### src/rtl/spectrum_capture_ctrl.sv
// Capture sequencer for the FFT core: reset pulse, lower half-spectrum RAM writes, peak tracking.
// Optional peak tracking is built only when SPECTRUM_CAPTURE_PEAK_EN is defined.
module spectrum_capture_ctrl #(
  parameter int DATA_W      = 16,
  parameter int ADDR_W      = 8,
  parameter int AUTO_PERIOD = 25_000_000,
  parameter int RST_CYC     = 8,
  parameter int SKIP_BINS   = 2,
  parameter int TIMEOUT     = 65535
) (
  input  logic              clk,
  input  logic              rst,
  input  logic              start,
  input  logic              auto_en,
  input  logic              rd_busy,
  input  logic [DATA_W-1:0] mag_data,
  input  logic              mag_valid,
  output logic              fft_aresetn,
  output logic              wr_en,
  output logic [ADDR_W-1:0] wr_addr,
  output logic [DATA_W-1:0] wr_data,
  output logic              busy,
  output logic              frame_done,
  output logic              timeout_err,
  output logic [ADDR_W-1:0] peak_bin,
  output logic [DATA_W-1:0] peak_mag
);

  localparam int CW = ADDR_W + 1;
  localparam int AW = (AUTO_PERIOD > 1) ? $clog2(AUTO_PERIOD + 1) : 1;
  localparam int RW = (RST_CYC > 1) ? $clog2(RST_CYC + 1) : 1;
  localparam int TW = (TIMEOUT > 1) ? $clog2(TIMEOUT + 1) : 1;

  typedef enum logic [2:0] {
    IDLE,
    FFT_RST,
    CAPTURE,
    DRAIN,
    DONE
  } state_t;

  state_t state_reg, state_next;

  logic [AW-1:0]     auto_cnt_reg;
  logic [RW-1:0]     rst_cnt_reg;
  logic [CW-1:0]     bin_cnt_reg;
  logic [TW-1:0]     idle_cnt_reg;
  logic              pending_reg;
  logic              fft_aresetn_reg;
  logic              wr_en_reg;
  logic [ADDR_W-1:0] wr_addr_reg;
  logic [DATA_W-1:0] wr_data_reg;
  logic              timeout_err_reg;

  logic auto_trig;
  logic trigger;
  logic launch;
  logic abort;
  logic idle_expired;
  logic in_frame;

  assign auto_trig    = auto_en && (auto_cnt_reg == AW'(AUTO_PERIOD - 1));
  assign trigger      = start || auto_trig;
  assign in_frame     = (state_reg == CAPTURE) || (state_reg == DRAIN);
  assign idle_expired = !mag_valid && (idle_cnt_reg == TW'(TIMEOUT - 1));

  always_ff @(posedge clk) begin
    if (rst) begin
      state_reg <= IDLE;
    end else begin
      state_reg <= state_next;
    end
  end

  always_comb begin
    state_next = state_reg;
    launch     = 1'b0;
    abort      = 1'b0;
    case (state_reg)
      IDLE: begin
        if (!rd_busy && (trigger || pending_reg)) begin
          state_next = FFT_RST;
          launch     = 1'b1;
        end
      end
      FFT_RST: begin
        if (rst_cnt_reg == RW'(RST_CYC - 1)) begin
          state_next = CAPTURE;
        end
      end
      CAPTURE: begin
        if (idle_expired) begin
          state_next = IDLE;
          abort      = 1'b1;
        end else if (mag_valid && (bin_cnt_reg == CW'((2 ** ADDR_W) - 1))) begin
          state_next = DRAIN;
        end
      end
      DRAIN: begin
        if (idle_expired) begin
          state_next = IDLE;
          abort      = 1'b1;
        end else if (mag_valid && (bin_cnt_reg == {CW{1'b1}})) begin
          state_next = DONE;
        end
      end
      DONE: begin
        state_next = IDLE;
      end
      default: begin
        state_next = IDLE;
      end
    endcase
  end

  // Auto timer and the one-deep trigger queue; a trigger that launches directly never queues.
  always_ff @(posedge clk) begin
    if (rst) begin
      auto_cnt_reg <= '0;
      pending_reg  <= 1'b0;
    end else begin
      if (!auto_en || auto_trig) begin
        auto_cnt_reg <= '0;
      end else begin
        auto_cnt_reg <= auto_cnt_reg + 1'b1;
      end
      if (launch) begin
        pending_reg <= 1'b0;
      end else if (trigger) begin
        pending_reg <= 1'b1;
      end
    end
  end

  // Frame counters: bin_cnt spans both halves, its MSB marks the discarded mirror half.
  always_ff @(posedge clk) begin
    if (rst) begin
      rst_cnt_reg  <= '0;
      bin_cnt_reg  <= '0;
      idle_cnt_reg <= '0;
    end else begin
      if (state_reg == FFT_RST) begin
        rst_cnt_reg <= rst_cnt_reg + 1'b1;
      end else begin
        rst_cnt_reg <= '0;
      end
      if (state_reg == FFT_RST) begin
        bin_cnt_reg <= '0;
      end else if (in_frame && mag_valid) begin
        bin_cnt_reg <= bin_cnt_reg + 1'b1;
      end
      if (in_frame && !mag_valid) begin
        idle_cnt_reg <= idle_cnt_reg + 1'b1;
      end else begin
        idle_cnt_reg <= '0;
      end
    end
  end

  always_ff @(posedge clk) begin
    if (rst) begin
      fft_aresetn_reg <= 1'b0;
      wr_en_reg       <= 1'b0;
      wr_addr_reg     <= '0;
      wr_data_reg     <= '0;
      timeout_err_reg <= 1'b0;
    end else begin
      fft_aresetn_reg <= (state_next != FFT_RST);
      wr_en_reg       <= (state_reg == CAPTURE) && mag_valid;
      if ((state_reg == CAPTURE) && mag_valid) begin
        wr_addr_reg <= bin_cnt_reg[ADDR_W-1:0];
        wr_data_reg <= mag_data;
      end
      if (abort) begin
        timeout_err_reg <= 1'b1;
      end else if (state_next == DONE) begin
        timeout_err_reg <= 1'b0;
      end
    end
  end

`ifdef SPECTRUM_CAPTURE_PEAK_EN
  logic [ADDR_W-1:0] best_bin_reg;
  logic [DATA_W-1:0] best_mag_reg;
  logic [ADDR_W-1:0] peak_bin_reg;
  logic [DATA_W-1:0] peak_mag_reg;

  // Strictly-greater update keeps the first of equal maxima.
  always_ff @(posedge clk) begin
    if (rst) begin
      best_bin_reg <= '0;
      best_mag_reg <= '0;
      peak_bin_reg <= '0;
      peak_mag_reg <= '0;
    end else begin
      if (state_reg == FFT_RST) begin
        best_bin_reg <= '0;
        best_mag_reg <= '0;
      end else if ((state_reg == CAPTURE) && mag_valid &&
                   (int'(bin_cnt_reg) >= SKIP_BINS) && (mag_data > best_mag_reg)) begin
        best_bin_reg <= bin_cnt_reg[ADDR_W-1:0];
        best_mag_reg <= mag_data;
      end
      if (state_next == DONE) begin
        peak_bin_reg <= best_bin_reg;
        peak_mag_reg <= best_mag_reg;
      end
    end
  end

  assign peak_bin = peak_bin_reg;
  assign peak_mag = peak_mag_reg;
`else
  assign peak_bin = '0;
  assign peak_mag = '0;
`endif

  assign fft_aresetn = fft_aresetn_reg;
  assign wr_en       = wr_en_reg;
  assign wr_addr     = wr_addr_reg;
  assign wr_data     = wr_data_reg;
  assign busy        = (state_reg != IDLE);
  assign frame_done  = (state_reg == DONE);
  assign timeout_err = timeout_err_reg;

endmodule

### config.mk
export PLATFORM = sky130hd
export DESIGN_NAME = spectrum_capture_ctrl
export DESIGN_NICKNAME = d
export VERILOG_FILES = /design/src/rtl/spectrum_capture_ctrl.sv
export SDC_FILE = /design/constraint.sdc
export NUM_CORES = 1
export LEC_CHECK = 0
export ABC_AREA = 1
export CORE_MARGIN = 1
export CORE_UTILIZATION = 52
export DETAILED_ROUTE_END_ITERATION = 12
export PLACE_DENSITY_LB_ADDON = 0.05
export REMOVE_ABC_BUFFERS = 1
export SETUP_SLACK_MARGIN = 0.05
export SYNTH_ARGS = -nofsm -noshare
export SYNTH_HDL_FRONTEND = slang
export SYNTH_SLANG_ARGS = --single-unit
### constraint.sdc
create_clock -name clk -period 1.7 [get_ports clk]
set_input_delay 0.255 -clock clk [delete_from_list [all_inputs] [get_ports clk]]
set_output_delay 0.255 -clock clk [all_outputs]
set_load 0.01 [all_outputs]
==> impl_metrics.json <==
{
  "cpMaxStageDelayCell": "dfxtp_2",
  "cts_buffer_depth": 2,
  "maxCapViolCount": 0,
  "hold_depth": 1,
  "drt-initial-drc-count": 158,
  "globalRouteTotalUtil": 0.223,
  "numPortBuffers": 50,
  "largest_reg_flops": 25,
  "synth.avg_cell_area_um2": 7.28,
  "grt_max_degree": 26,
  "h-tree-depth": 3,
  "clock-sinks": 85,
  "rsz0062_at_grt": "true",
  "die_y_um": 90.6,
  "cts_inserted_buffers": 9,
  "crit_buf_inv": 0,
  "r2r_end": "timeout_err",
  "ir_drop_v": 0.000515,
  "post_drt_via_cell_ratio": 4.91,
  "coreArea_um2": 7410,
  "ys_warn_count": 0,
  "ys.flop_type": "dfxtp_1",
  "synthTopCellsByArea": "dfxtp_1, nor2_1, nand2_1, inv_1, o21ai_0",
  "yosys-top-cells-count": "nor2_1, nand2_1, dfxtp_1",
  "start_util": 0.550,
  "gp_congestion": 0.896,
  "io_pins": 75,
  "fp.dieArea_um2": 8200,
  "leakage_nw": 1.85,
  "reg2regPathDepth": 7,
  "cts_root_buf": "clkbuf_8",
  "rrSetupSlack_ps": 120,
  "crit_chain": "ha_4 -> nand4_1 -> nor3_2 -> ha_2 -> nand3_4 -> o311ai_2 -> o21ai_1",
  "synth_cell_types": 38,
  "syn_area_um2": 4080,
  "crit_path_end_kind": "flop",
  "ys_seq_elements": 85,
  "tightest_slew_ps": 642,
  "synth_edf_count": 0,
  "clkLatencyLatePin_ps": 350,
  "dpl_cell_area_um2": 4650,
  "antenna_found_initial": 0,
  "final_max_slew_viol_count": 0,
  "cp.arrival_ps": 1810,
  "max_freq_mhz": 632,
  "period_needed_ps": 1580,
  "syn-instance-count": 560,
  "critical_path_class": "reg2reg",
  "async_flop_share": 0,
  "finalHoldViolations": 0,
  "routed_wl_mm": 8.90,
  "fin_crit_sh": 0.931,
  "grt_pass1_wl_mm": 14.9,
  "area_growth_pct": 22.2,
  "die_w_um": 90.6,
  "drc": 0,
  "powerDensity_nw_per_um2": 744,
  "drt-wirelength-per-cell_um": 12.2,
  "worstHoldStart": "rst_cnt_reg[0]",
  "synth_top_cell_by_area": "dfxtp_1",
  "grt_pass1_vias": 3343,
  "critPathMaxFanout": 3,
  "synth_most_common_cell": "nor2_1",
  "drtAntennaViolNets": 0,
  "hp-class": "reg2reg",
  "fin_ws_ps": 118,
  "dp_slack_ps": -84.4,
  "dr.pass1.iters": 4,
  "finalSetupViolCount": 0,
  "design_area_um2": 4980,
  "hpwl_mm": 6.38,
  "worstPathRequired_ps": 1930,
  "skew_ps": 9.01,
  "hold_end": "rst_cnt_reg[0]",
  "drive_gt1_frac": 0.130,
  "ys_seq_area_frac": 0.417,
  "fillCellCount": 663,
  "layout.nets": 659,
  "cts_tree": "built",
  "start_kind": "flop",
  "worstReg2RegStart": "bin_cnt_reg[0]",
  "diodes": 0,
  "grt_overflow": 0,
  "clk_pin_slew_worst_paths_ps": 80,
  "slowest_delay_ps": 360,
  "slew_headroom": 0.571,
  "fp-row-count": 31,
  "vias": 3596,
  "cp_top_family": "simple AND/OR/NAND/NOR gates",
  "yosys.area.top_type_share": 0.417,
  "status": "finished, final reports clean"
}
-- cell type report --
cell class	count	area [um^2]	share of cell area
Multi-Input combinational cell	399	2040	0.410
Sequential cell	85	1710	0.343
Timing Repair Buffer	69	641	0.129
Inverter	66	250	0.0502
Clock buffer	10	138	0.0276
Tap cell	99	124	0.0249
Clock inverter	4	73.8	0.0148
-- layout by cell type, fill, tap and decap left out, types with 5 or more instances in the layout --
| cell type | synthesis | final |
|---|---|---|
| inv_1 | 62 | 61 |
| dfxtp_2 | 0 | 7 |
| o21ai_0 | 39 | 38 |
| clkdlybuf4s50_1 | 0 | 48 |
| dfxtp_1 | 85 | 78 |
| a21oi_1 | 36 | 35 |
| nor3_2 | 4 | 6 |
| nand3b_1 | 5 | 5 |
| conb_1 | 1 | 24 |
| nand2_2 | 5 | 6 |
| nand3_1 | 23 | 21 |
| nor2_1 | 102 | 102 |
| buf_4 | 24 | 19 |
| nor3_1 | 9 | 7 |
| nand2_1 | 98 | 97 |
| clkbuf_8 | 0 | 10 |
| nand4_1 | 9 | 9 |
| xor2_1 | 6 | 6 |
-- stage by stage --
| stage | hold slack (ps) | total power, W | util | std cells | TNS (ps) |
|---|---|---|---|---|---|
| 2_1_floorplan | 324 | 0.00213 | - | 549 | 0 |
| 3_3_place_gp | 430 | 0.00222 | 0.628 | 714 | -23.9 |
| 3_5_place_dp | 440 | 0.00222 | 0.628 | 714 | -379 |
| 4_1_cts | 455 | 0.00375 | 0.664 | 731 | 0 |
| 5_1_grt | 479 | 0.00387 | 0.672 | 732 | 0 |
| 6_report | 448 | 0.00371 | 0.672 | 732 | 0 |
-- kinds of logic after synthesis --
family / after synthesis / synth area share
DFF: 85 / 0.417
AOI/OAI and AO/OA: 84 / 0.110
xor gates and xnor gates: 9 / 0.0193
adders and majority gates: 7 / 0.0215
other: 1 / 0.000920
buffers and inverters: 100 / 0.123
and+or+nand+nor: 274 / 0.307
-- how the worst max path moves through the flow --
stage                         startpoint     endpoint  slack, ps  depth (start not counted)
final                     bin_cnt_reg[0]  timeout_err        120                          7
after global routing      bin_cnt_reg[0]  timeout_err         30                          7
after CTS                 bin_cnt_reg[1]  timeout_err         30                          7
after detailed placement  bin_cnt_reg[0]  timeout_err        -80                          7
after global placement    bin_cnt_reg[0]  timeout_err        -20                          7
after floorplan           bin_cnt_reg[1]  timeout_err        130                          7
-- layer usage --
metal / track usage / wire length [um] / up-vias
met5: 0 / 0 / -
met4: 0.0578 / 138 / 0
met3: 0.0539 / 408 / 15
met2: 0.396 / 4360 / 88
met1: 0.266 / 3990 / 1615
li1: - / - / 1878
-- where the power goes --
part / switching [W] / internal [W]
Clock: 0.000673 / 0.000851
Combinational: 0.000100 / 0.0000763
Sequential: 0.00000818 / 0.00200
-- repair_timing --
action	4_1_cts	5_1_grt
setup buffers	3	0
gates resized for setup	16	11
cloned	0	1
hold endpoints to repair	0	0
setup endpoints to repair	4	28
pin swaps	5	6
hold buffers	0	0
No activity file was read; power rests on OpenSTA's default activity.
